$ cat config.mk
export PLATFORM = sky130hd
export DESIGN_NAME = karatsuba_sequencer
export DESIGN_NICKNAME = d
export VERILOG_FILES = /design/src/rtl/karatsuba_sequencer.sv
export SDC_FILE = /design/constraint.sdc
export NUM_CORES = 1
export LEC_CHECK = 0
export BUFFER_PORTS_ARGS = -buffer_cell sky130_fd_sc_hd__clkbuf_2
export CORE_AREA = 2 2 39 41
export CTS_BUF_LIST = sky130_fd_sc_hd__clkbuf_16
export CTS_CLUSTER_SIZE = 8
export DETAILED_ROUTE_END_ITERATION = 6
export DIE_AREA = 0 0 41 43
export PLACE_DENSITY_LB_ADDON = 0.2
export SYNTH_ARGS = -nofsm -noshare
export SYNTH_HDL_FRONTEND = slang
export SYNTH_SLANG_ARGS = --single-unit
export TNS_END_PERCENT = 5
$ cat constraint.sdc
create_clock -name clock -period 4.5 [get_ports clock]
set_input_delay 1.125 -clock clock [delete_from_list [all_inputs] [get_ports clock]]
set_output_delay 1.125 -clock clock [all_outputs]
set_load 0.005 [all_outputs]
$ cat src/rtl/karatsuba_sequencer.sv
// karatsuba_sequencer: steps a Karatsuba multiplier datapath through NUM_STEPS states with start/hold/abort handshake
module karatsuba_sequencer #(
  parameter int NUM_STEPS   = 10,
  parameter int SIGNAL_STEP = 4,
  parameter int STATE_W     = 4
) (
  input  logic               clock,
  input  logic               reset,
  input  logic               start,
  input  logic               hold,
  input  logic               abort,
  output logic [STATE_W-1:0] state,
  output logic               sinal,
  output logic               busy,
  output logic               done,
  output logic               aborted,
  output logic               start_ignored
);
  localparam logic [STATE_W-1:0] LAST   = STATE_W'(NUM_STEPS);
  localparam logic [STATE_W-1:0] DONE_S = STATE_W'(NUM_STEPS + 1);
  localparam logic [STATE_W-1:0] SIG_S  = STATE_W'(SIGNAL_STEP + 1);
  localparam logic [STATE_W-1:0] FIRST  = STATE_W'(1);
  generate
    if (NUM_STEPS < 1 || SIGNAL_STEP < 0 || SIGNAL_STEP >= NUM_STEPS || (2 ** STATE_W) <= NUM_STEPS + 1) begin : g_bad_params
      $error("karatsuba_sequencer: illegal NUM_STEPS/SIGNAL_STEP/STATE_W combination");
    end
  endgenerate
  logic [STATE_W-1:0] state_nx;
  assign busy  = state != '0 && state <= LAST;
  assign done  = state == DONE_S;
  assign sinal = state == SIG_S;
  // Idle, done and any illegal encoding all fall back to the idle decision.
  always_comb begin
    state_nx = start ? FIRST : '0;
    if (busy) state_nx = abort ? '0 : hold ? state : state + FIRST;
  end
  always_ff @(posedge clock or posedge reset) begin
    if (reset) begin
      state         <= '0;
      aborted       <= 1'b0;
      start_ignored <= 1'b0;
    end else begin
      state         <= state_nx;
      aborted       <= busy & abort;
      start_ignored <= busy & start;
    end
  end
endmodule

Yosys cells after proc, flatten, opt, wreduce, memory -nomap -nowiden
Index checks and enable logic that the tools add are counted.
{"block": "op_classes", "n_eq_ne": 3, "div_mod_pow": 0, "n_shift": 0, "muxes": 4, "n_lt_le_gt_ge": 1, "bitwise": 2, "n_reduce_logical": 2, "mul": 0, "addsub": 1}
{"op": "$mux W4", "count": 3}
{"op": "$add A4 B1 Y4 const B", "count": 1}
{"op": "$eq A4 B3 Y1 const B", "count": 1}
{"op": "$eq A4 B4 Y1 const B", "count": 1}
{"op": "$le A4 B4 Y1 const B", "count": 1}
{"op": "$reduce_bool A4 Y1", "count": 1}
{"op": "$ne A3 B3 Y1 const B", "count": 1}
{"op": "$and A1 B1 Y1", "count": 2}
{"op": "$logic_and A1 B1 Y1", "count": 1}
{"op": "$mux W1", "count": 1}
{"block": "word_totals", "out_inout_bits": 9, "register_bits": 6, "wordCells": 16, "latchBits": 0, "mem_bits_ro": 0, "memories": 0, "ram_bits": 0, "inputBits": 5}

Depth between registers and ports, before layout
Gate-level depths: netlist (run 1).
{"block": "depth", "ltp_word": 4, "mapped_depth": 6, "depth_no_buf": 6}

Worst setup path before layout (run 1)
OpenSTA, ideal clock, no wires.
{"block": "synth_timing", "kind": "reg2out", "start": "reg state[0]", "end": "out busy", "slack_ns": 2.275, "required_ns": 3.375, "arrival_time_ns": 1.100, "path_stages_with_launch": 6, "cell_sequence": "dfrtp_1 -> inv_1 -> ha_1 -> nor2b_1 -> o22a_4 -> inv_4"}
{"block": "synth_via", "elab_chain_cells": 2, "elab_cells_between_ends": 3, "cone_classes": "order compare (1); reduce/logical (2)"}
{"element": "from (decl)", "line": "12", "rtl": "output logic [STATE_W-1:0] state,"}
{"element": "from (signal assigned)", "line": "43", "rtl": "state <= state_nx;"}
{"element": "$le A4 B4 Y1 or $reduce_bool A4 Y1 (tied branches)", "line": "29", "rtl": "assign busy = state != '0 && state <= LAST;"}
{"element": "$logic_and A1 B1 Y1 (*)", "line": "29"}
{"element": "to (decl)", "line": "14", "rtl": "output logic busy,"}
Every way passes the cells marked *; elsewhere a longest branch is shown, timed or not.

Worst setup path after layout (run 1)
Same ends and word-level chain as after synthesis.

==> flow_summary.yaml, run 1 <==
synthesis:
  yosys-top-cells-count: "dfrtp_1 (6), ha_1 (4), inv_1 (4)"
  yosysTopAreaCell: "dfrtp_1"
  syn_nets: 44
  async_flop_share_pct: 100
  synthFlopType: "dfrtp_1"
  synth-seq-area-share_pct: 40.0
  ys_top_cells_by_area: "dfrtp_1 (40%), ha_1 (13%), nor2b_1 (5.0%)"
  yosysTopAreaCellShare_pct: 40.0
  syn_area_um2: 375
  synth_edf_count: 0
  synth_cell_types: 17
  syn_area_per_cell_um2: 10.7
  synth.most_common_cell: "dfrtp_1"
  syn_inst: 35
  synth_seq_cells: 6
  yosys_warnings: 0
critical_path:
  critPathMaxStageDelay_ps: 440
  reg2reg_to: "state[0]$_DFFE_PP0P_"
  r2r_cells: 6
  required_ps: 3380
  crit_fanout: 6
  critPathBufInv: 3
  r2r_slack_ps: 2930
  cp-start-kind: "register"
  endpoint_kind: "output pin"
  critPathArrivalTime_ps: 1500
  r2r_start: "state[0]$_DFFE_PP0P_"
  cp_slowest_cell: "dfrtp_1"
  crit_family: "flip-flops"
  worstSetupPathType: "reg -> out"
  path_cells: "inv_1 -> ha_1 -> nor2b_1 -> o22a_4 -> inv_4 -> clkbuf_2"
placement:
  port_buffers: 13
  place_area_um2: 460
  gp_congestion: 0.587
  pre_cts_ws_ps: 2100
  hpwl_um: 495
power:
  pwr-share-comb_pct: 18.5
  p_sw_share_pct: 22.1
  p_clk_share_pct: 55.5
  p_sw_mw: 0.0565
  powerDensity_nw_per_um2: 479
  vdd_ir_drop_max_uv: 331
  p_seq_share_pct: 26.0
  p_int_mw: 0.200
  p_leak_nw: 0.273
routing:
  met2_length_um: 244
  drcViolationCount: 0
  dr.max_layer_used: "met4"
  via_count: 278
  wl_met1_um: 288
  drt_iter0_drc: 2
  ant_nets: 0
  routed_wl_um: 629
  dr.pass1.iters: 2
  viasPerCell: 4.15
  routed-wl-met3_um: 71
  wl_per_cell_um: 9.39
clock_network:
  clk_pin_slew_ps: 30
  cts_root_buffer: "clkbuf_16"
  cts_tree: "built"
  clock_path_buffers: 2
  post_cts_resized: 0
  postCtsSetupRepairBufs: 0
  cts.sinks: 6
  htreeDepth: 1
  numCtsBuffers: 3
  worstSkewPairLatency_ps: 230
  holdBufCountCts: 0
sta:
  maxSlewViolCount: 0
  worst_slack_ps: 1880
  post-route-min-period_ps: 2620
  slew_headroom_pct: 83.1
  hold_viol_final: 0
  finalSetupTns_ps: 0
  worst_pin_slew_ps: 253
  fin_skew_ps: 1.10
  clock.fmax_mhz: 382
  grt_setup_unrepaired: "false"
  setup-violations-final: 0
  fin_crit_sh_pct: 58.2
hold_path:
  hold_depth: 2
  hold_end: "state[2]$_DFFE_PP0P_"
  hold_path.startpoint: "state[2]$_DFFE_PP0P_"
  hold_path.class: "reg -> reg"
global_routing:
  track_usage_pct: 9.49
  grt_max_degree: 8
  grt_pass1_wl_um: 1010
  antenna_found_initial: 0
  grt_pass1_vias: 238
  grt.overflow.total: 0
layout:
  syn2layout_area_growth_pct: 42.7
  antenna_cells: 0
  post-route-util_pct: 38.7
  final_nets: 62
  layout-drive-gt1-share_pct: 41.2
  fill_cells: 146
  final_area_um2: 536
flow_run:
  drv_cap: 0
die:
  core_region_area_um2: 1380
  ioPinCount: 14
  dieHeight_um: 43
  die_area_um2: 1760
  rows: 14
  die-width_um: 41
  start_util_pct: 27.1
outcome:
  status: "complete, no violations"
[routing by layer]
metal / up-vias / GRT usage (%)
met2: 12 / 10.0
met4: 0 / 10.0
met1: 119 / 11.5
li1: 143 / -
met5: - / 0
met3: 4 / 6.28
[sequential cells by signal (all words and copies together) (netlist names)]
register	count
aborted	1
start_ignored	1
state	4
[per-stage QoR]
step,total power [mW],instances,hold slack (ps)
2_1_floorplan,0.0990,35,622
3_3_place_gp,0.116,64,688
3_5_place_dp,0.116,64,673
4_1_cts,0.262,67,676
5_1_grt,0.270,67,723
6_report,0.256,67,668
[cells in the final DEF (no fill, tap or decap), drive strengths merged]
master / count
mux2: 1
xor2: 2
and2: 2
o22a: 1
nor2b: 3
nand2: 1
dfrtp: 6
mux2i: 1
nor3: 3
inv: 5
ha: 4
nand4b: 1
nand2b: 1
xnor2: 1
nor2: 3
clkbuf: 16
[worst max-delay path by stage]
| stage | endpoint | slack (ps) | depth (start not counted) | start |
|---|---|---|---|---|
| 3_5_place_dp | busy | 2100 | 6 | state[0]$_DFFE_PP0P_ |
| 3_3_place_gp | busy | 2110 | 6 | state[0]$_DFFE_PP0P_ |
| 6_report | busy | 1880 | 6 | state[0]$_DFFE_PP0P_ |
| 5_1_grt | busy | 1800 | 6 | state[0]$_DFFE_PP0P_ |
| 2_1_floorplan | busy | 2280 | 5 | state[0]$_DFFE_PP0P_ |
| 4_1_cts | busy | 1860 | 6 | state[0]$_DFFE_PP0P_ |
[tightest hold or removal path, cell delays in order, from the launching register on]
cell     delay (ps)
dfrtp_1         440
xnor2_1         150
nor3_1           40
[final cells by class]
class	count	area, um^2	area share (%)
timing repair buffer	13	65.1	12.1
multi-input combinational	24	204	38.1
tap	16	20.0	3.74
sequential	6	150	28.0
inverter	5	21.3	3.97
clock buffer	3	75.1	14.0
[power groups by stage]
stage	sequential (mW)	clock, mW	combinational [mW]
after floorplan	0.0671	0	0.0320
after global placement	0.0675	0	0.0483
after detailed placement	0.0674	0	0.0488
after CTS	0.0668	0.146	0.0491
after global routing	0.0674	0.149	0.0544
final	0.0668	0.142	0.0474
[cell families (layout without fill, tap and decap cells)]
logic type	count (synthesis)	after routing	synth area share (%)
simple gates	14	14	22.7
flops	6	6	40.0
buf+inv	5	21	5.67
fa+ha+maj	4	4	13.3
xor+xnor	3	3	7.00
mux	2	2	6.67
compound gates	1	1	4.67
No activity file was read; power rests on OpenSTA's default activity.
==> run 2: changes to the inputs <==
--- a/config.mk
+++ b/config.mk
@@ -5,6 +5,7 @@
 export SDC_FILE = /design/constraint.sdc
 export NUM_CORES = 1
 export LEC_CHECK = 0
+export ABC_AREA = 1
 export BUFFER_PORTS_ARGS = -buffer_cell sky130_fd_sc_hd__clkbuf_2
 export CORE_AREA = 2 2 39 41
 export CTS_BUF_LIST = sky130_fd_sc_hd__clkbuf_16
==> constraint.sdc (replaced) <==
create_clock -name clock -period 2.42 [get_ports clock]
set_input_delay 0.605 -clock clock [delete_from_list [all_inputs] [get_ports clock]]
set_output_delay 0.605 -clock clock [all_outputs]
set_load 0.005 [all_outputs]
==> run 2 against run 1 <==
Sequential cell count stayed put. Clock-buffer cell count stayed put. Sequential share of layout area is 0.83 points lower. Combinational power grew to 3.2 times the previous value. Synthesized cell count is 40% higher. Final cell count is 21% higher. Die area stayed put. Wire length is 8.9% higher.
==> flow_summary.yaml, run 2 <==
routing:
  drt_iter0_drc: 0
  met2_length_um: 290
  wl_per_cell_um: 8.46
  wl_met1_um: 343
  routed-wl-met3_um: 51
  viasPerCell: 4.02
  ant_nets: 0
  dr.max_layer_used: "met3"
  drcViolationCount: 0
  via_count: 326
  dr.pass1.iters: 1
  routed_wl_um: 685
sta:
  grt_setup_unrepaired: "false"
  fin_hold_ws_ps: 267
  fin_skew_ps: 0.697
  clock.fmax_mhz: 506
  worst_slack_ps: 445
  maxSlewViolCount: 0
  slew_headroom_pct: 83.4
  hold_viol_final: 0
  post-route-min-period_ps: 1970
  fin_crit_sh_pct: 81.6
  finalSetupTns_ps: 0
  setup-violations-final: 0
  worst_pin_slew_ps: 249
synthesis:
  ys_top_cells_by_area: "dfrtp_1 (38%), ha_1 (13%), nand2_1 (8.6%)"
  synth-xor-area-share_pct: 4.47
  synth.most_common_cell: "nand2_1"
  synth-seq-area-share_pct: 38.3
  synth_top_family_by_area: "simple AND/OR/NAND/NOR gates"
  synthMuxAreaShare_pct: 0
  yosysTopAreaCellShare_pct: 38.3
  synthAdderAreaFrac_pct: 12.8
  syn_nets: 58
  synth_cell_types: 14
  synthSimpleGateAreaFrac_pct: 32.6
  yosys_warnings: 0
  syn_area_per_cell_um2: 7.99
  synth_edf_count: 0
  yosys-top-cells-count: "nand2_1 (9), inv_1 (8), dfrtp_1 (6), nor2_1 (6)"
  syn_area_um2: 392
  yosysTopAreaCell: "dfrtp_1"
  syn_inst: 49
  synth_seq_cells: 6
  synth-compound-area-share_pct: 2.24
  synthFlopType: "dfrtp_1"
  async_flop_share_pct: 100
power:
  p_int_mw: 0.397
  p_seq_share_pct: 26.1
  powerDensity_nw_per_um2: 1010
  finalPower_mw: 0.558
  p_sw_mw: 0.161
  p_clk_share_pct: 46.3
  vdd_ir_drop_max_uv: 460
  p_sw_share_pct: 28.8
  p_leak_nw: 0.304
  pwr-share-comb_pct: 27.6
clock_network:
  cts_tree: "built"
  clk_pin_slew_ps: 30
  holdBufCountCts: 0
  worstSkewPairLatency_ps: 220
  post_cts_resized: 0
  postCtsSetupRepairBufs: 0
  numCtsBuffers: 3
  htreeDepth: 1
  clock_path_buffers: 2
  cts.sinks: 6
  cts_root_buffer: "clkbuf_16"
critical_path:
  critPathMaxStageDelay_ps: 470
  required_ps: 1810
  cp_slowest_cell: "dfrtp_1"
  endpoint_kind: "output pin"
  critPathBufInv: 3
  crit_family: "flip-flops"
  crit_fanout: 7
  worstSetupPathType: "reg -> out"
  path_cells: "inv_1 -> ha_1 -> inv_1 -> nand2_1 -> nand2_2 -> nand2_4 -> clkbuf_2"
  cp-start-kind: "register"
  critPathMostFrequentCell: "inv_1"
  critPathArrivalTime_ps: 1370
placement:
  hpwl_um: 577
  dp.cells: 78
  gp_congestion: 0.721
  pre_cts_ws_ps: 668
  place_area_um2: 477
  port_buffers: 13
global_routing:
  track_usage_pct: 10.4
  grt.overflow.total: 0
  grt_pass1_wl_um: 1230
  antenna_found_initial: 0
  grt_pass1_vias: 308
  grt_max_degree: 8
layout:
  final_nets: 76
  largest_register: "state"
  final_area_um2: 552
  final_cell_mix: "clkbuf_2 (13), nand2_1 (9), inv_1 (8)"
  syn2layout_area_growth_pct: 40.9
  final_cells: 81
  layout-drive-gt1-share_pct: 38.5
  antenna_cells: 0
  mostFrequentLayoutCell: "clkbuf_2"
  post-route-util_pct: 39.9
  reg_top3: "state: 4 flops, aborted: 1 flops, start_ignored: 1 flops"
  largest_reg_flops: 4
die:
  core_region_area_um2: 1380
  ioPinCount: 14
  die_area_um2: 1760
  start_util_pct: 28.3
  dieHeight_um: 43
  die-width_um: 41
  rows: 14
outcome:
  status: "complete, no violations"
hold_path:
  hold_path.class: "in -> async"
flow_run:
  drv_cap: 0
==> run 2: changes by cell type after synthesis, moves of 3 or more <==
cell | previous run | this run
nor2_1 | 3 | 6
nand2_2 | 0 | 4
nor3_1 | 3 | 0
nor2b_1 | 3 | 0
inv_1 | 4 | 8
nand2_1 | 1 | 9
==> run 2: routing by layer <==
metal  global-route usage, %  up-vias
met2                    13.4       10
li1                        -      180
met4                    4.00        0
met3                    4.71        0
met5                       0        -
met1                    14.8      136
==> run 2: worst paths after layout <==
kind                                            from                      end  slack (ps)  cells after the start
worst max-delay path            state[0]$_DFFE_PP0P_                     busy         450                      7
worst min-delay path                           reset     state[3]$_DFFE_PP0P_         270                      2
worst max register to register  state[0]$_DFFE_PP0P_     state[0]$_DFFE_PP0P_        1080                     10
worst min register to register  state[1]$_DFFE_PP0P_     state[1]$_DFFE_PP0P_         640                      2
max in group asynchronous                      reset     state[0]$_DFFE_PP0P_        1970                      2
min in group clock                             start  start_ignored$_DFF_PP0_         610                      3
==> run 2: worst reg2reg max path: cells and delay by family (launching register included) <==
kind / cells / cell delay [ps]
adder cells (fa/ha/maj): 1 / 200
AND/OR/NAND/NOR: 7 / 410
buffers and inverters: 2 / 150
flip-flops: 1 / 470
==> run 2: area by class of cell <==
class	count	area, um^2
Clock buffer	3	75.1
Fill cell	146	832
Inverter	10	37.5
Multi-Input combinational cell	33	204
Sequential cell	6	150
Tap cell	16	20.0
Timing Repair Buffer	13	65.1
==> run 2: cell families (layout without fill, tap and decap cells) <==
family	count (synthesis)	after routing
simple gates	26	26
buf+inv	10	26
flops	6	6
fa+ha+maj	4	4
xor+xnor	2	2
compound gates	1	1
==> run 2: power groups by stage <==
stage | sequential, mW | combinational [mW] | clock (mW)
2_1_floorplan | 0.144 | 0.105 | 0
3_3_place_gp | 0.147 | 0.159 | 0
3_5_place_dp | 0.147 | 0.157 | 0
4_1_cts | 0.146 | 0.158 | 0.264
5_1_grt | 0.150 | 0.180 | 0.276
6_report | 0.146 | 0.154 | 0.258
==> run 3: changes to the inputs <==
==> constraint.sdc (replaced) <==
create_clock -name clock -period 1.7 [get_ports clock]
set_input_delay 0.425 -clock clock [delete_from_list [all_inputs] [get_ports clock]]
set_output_delay 0.425 -clock clock [all_outputs]
set_load 0.005 [all_outputs]
==> run 3 against run 2 <==
Clock power is 44% higher. Register-to-register slack worse by 670 ps. Power grew 61%. First-iteration DRC count is the same. Die area did not move.
==> flow_summary.yaml, run 3 (synthesis results as in run 2) <==
sta:
  maxSlewViolCount: 0
  worst_pin_slew_ps: 238
  slew_headroom_pct: 84.2
  clock.fmax_mhz: 616
  hold_viol_final: 0
  post-route-min-period_ps: 1620
  fin_hold_ws_ps: 83.3
  setup-violations-final: 0
  grt_setup_unrepaired: "true"
  fin_skew_ps: 3.50
  fin_crit_sh_pct: 95.6
routing:
  drt_iter0_drc: 0
  wl_per_cell_um: 9.15
  viasPerCell: 4.30
  routed_wl_um: 769
  via_count: 361
  drcViolationCount: 0
  ant_nets: 0
  dr.pass1.iters: 1
outcome:
  status: "complete, no violations"
critical_path:
  endpoint_kind: "output pin"
  worstSetupPathType: "reg -> out"
  required_ps: 1270
  crit_fanout: 7
  cp-start-kind: "register"
  critPathArrivalTime_ps: 1200
layout:
  final_nets: 79
  reg_top3: "state: 4 flops, aborted: 1 flops, start_ignored: 1 flops"
  final_cell_mix: "clkbuf_2 (12), nand2_1 (8), nor2_1 (6)"
  antenna_cells: 0
  largest_register: "state"
  layout-drive-gt1-share_pct: 51.5
  mostFrequentLayoutCell: "clkbuf_2"
  syn2layout_area_growth_pct: 55.6
  post-route-util_pct: 44.0
  largest_reg_flops: 4
power:
  vdd_ir_drop_max_uv: 955
  p_leak_nw: 0.320
  powerDensity_nw_per_um2: 1480
die:
  start_util_pct: 28.3
  dieHeight_um: 43
  rows: 14
  die_area_um2: 1760
  ioPinCount: 14
  die-width_um: 41
  core_region_area_um2: 1380
global_routing:
  busiest_layer: "met2"
  grt_pass1_vias: 355
  grt_max_degree: 8
  use_met1_pct: 15.4
  track_usage_pct: 12.0
  grt.met2_usage_pct: 17.8
  grt_pass1_wl_um: 1430
  antenna_found_initial: 0
  gr-usage-met3_pct: 4.71
  grt.overflow.total: 0
clock_network:
  clock_path_buffers: 2
  holdBufCountCts: 0
  clk_pin_slew_ps: 30
  cts.sinks: 6
  worstSkewPairLatency_ps: 220
  numCtsBuffers: 3
  cts_root_buffer: "clkbuf_16"
  cts_tree: "built"
  htreeDepth: 1
flow_run:
  drv_cap: 0
hold_path:
  hold_path.class: "in -> async"
placement:
  hpwl_um: 645
  port_buffers: 13
  gp_congestion: 0.683
[run 3: cell types whose count changed in the layout (fill, tap and decap cells not counted), sizes merged]
| cell | before | now |
|---|---|---|
| clkbuf | 16 | 15 |
| buf | 0 | 4 |
[run 3: per-layer routing]
metal	vias to the layer above	wire length (um)
met4	0	0
li1	191	-
met3	0	52
met1	160	357
met5	-	0
met2	10	358
[run 3: worst max-delay path: stages (launching register included)]
cell	delay, ps
dfrtp_2	460
inv_2	100
ha_4	120
nand2_2	50
nand2_2	90
nand2_4	50
buf_6	110
[run 3: stage by stage]
stage | total power, mW | area [um^2] | instances | setup WS, ps | setup TNS (ps)
finish | 0.900 | 609 | 84 | 75.4 | 0
global route | 0.974 | 609 | 84 | -4.07 | -4.07
CTS | 0.837 | 561 | 82 | 11.5 | 0
detailed placement | 0.452 | 484 | 79 | 208 | 0
global placement | 0.453 | 484 | 79 | 235 | 0
floorplan | 0.353 | 392 | 49 | 338 | 0
[run 3: worst paths after layout]
kind                            depth (start not counted)                 endpoint            startpoint  slack, ps
min in group clock                                      3  start_ignored$_DFF_PP0_                 start        430
worst max-delay path                                    6                     busy  state[1]$_DFFE_PP0P_         80
worst min-delay path                                    2  start_ignored$_DFF_PP0_                 reset         80
max in group asynchronous                               2     state[1]$_DFFE_PP0P_                 reset       1410
worst max register to register                         10     state[0]$_DFFE_PP0P_  state[0]$_DFFE_PP0P_        410
worst min register to register                          2     state[3]$_DFFE_PP0P_  state[3]$_DFFE_PP0P_        630
[run 3: where the power goes]
part | switching, mW | internal (mW)
Combinational | 0.164 | 0.164
Clock | 0.0705 | 0.301
Sequential | 0.0276 | 0.173
[run 3: what timing repair did]
action                                  CTS  global route
setup buffers                             0             2
hold endpoints to repair                  0             0
endpoints found under the setup margin    1             1
pin swaps                                 0             4
gates resized for setup                   2             8
[run 3: final cells by class]
class | instances | area, um^2
Fill cell | 151 | 774
Timing Repair Buffer | 16 | 93.8
Clock buffer | 3 | 75.1
Tap cell | 16 | 20.0
Sequential cell | 6 | 151
Multi-Input combinational cell | 33 | 231
Inverter | 10 | 37.5
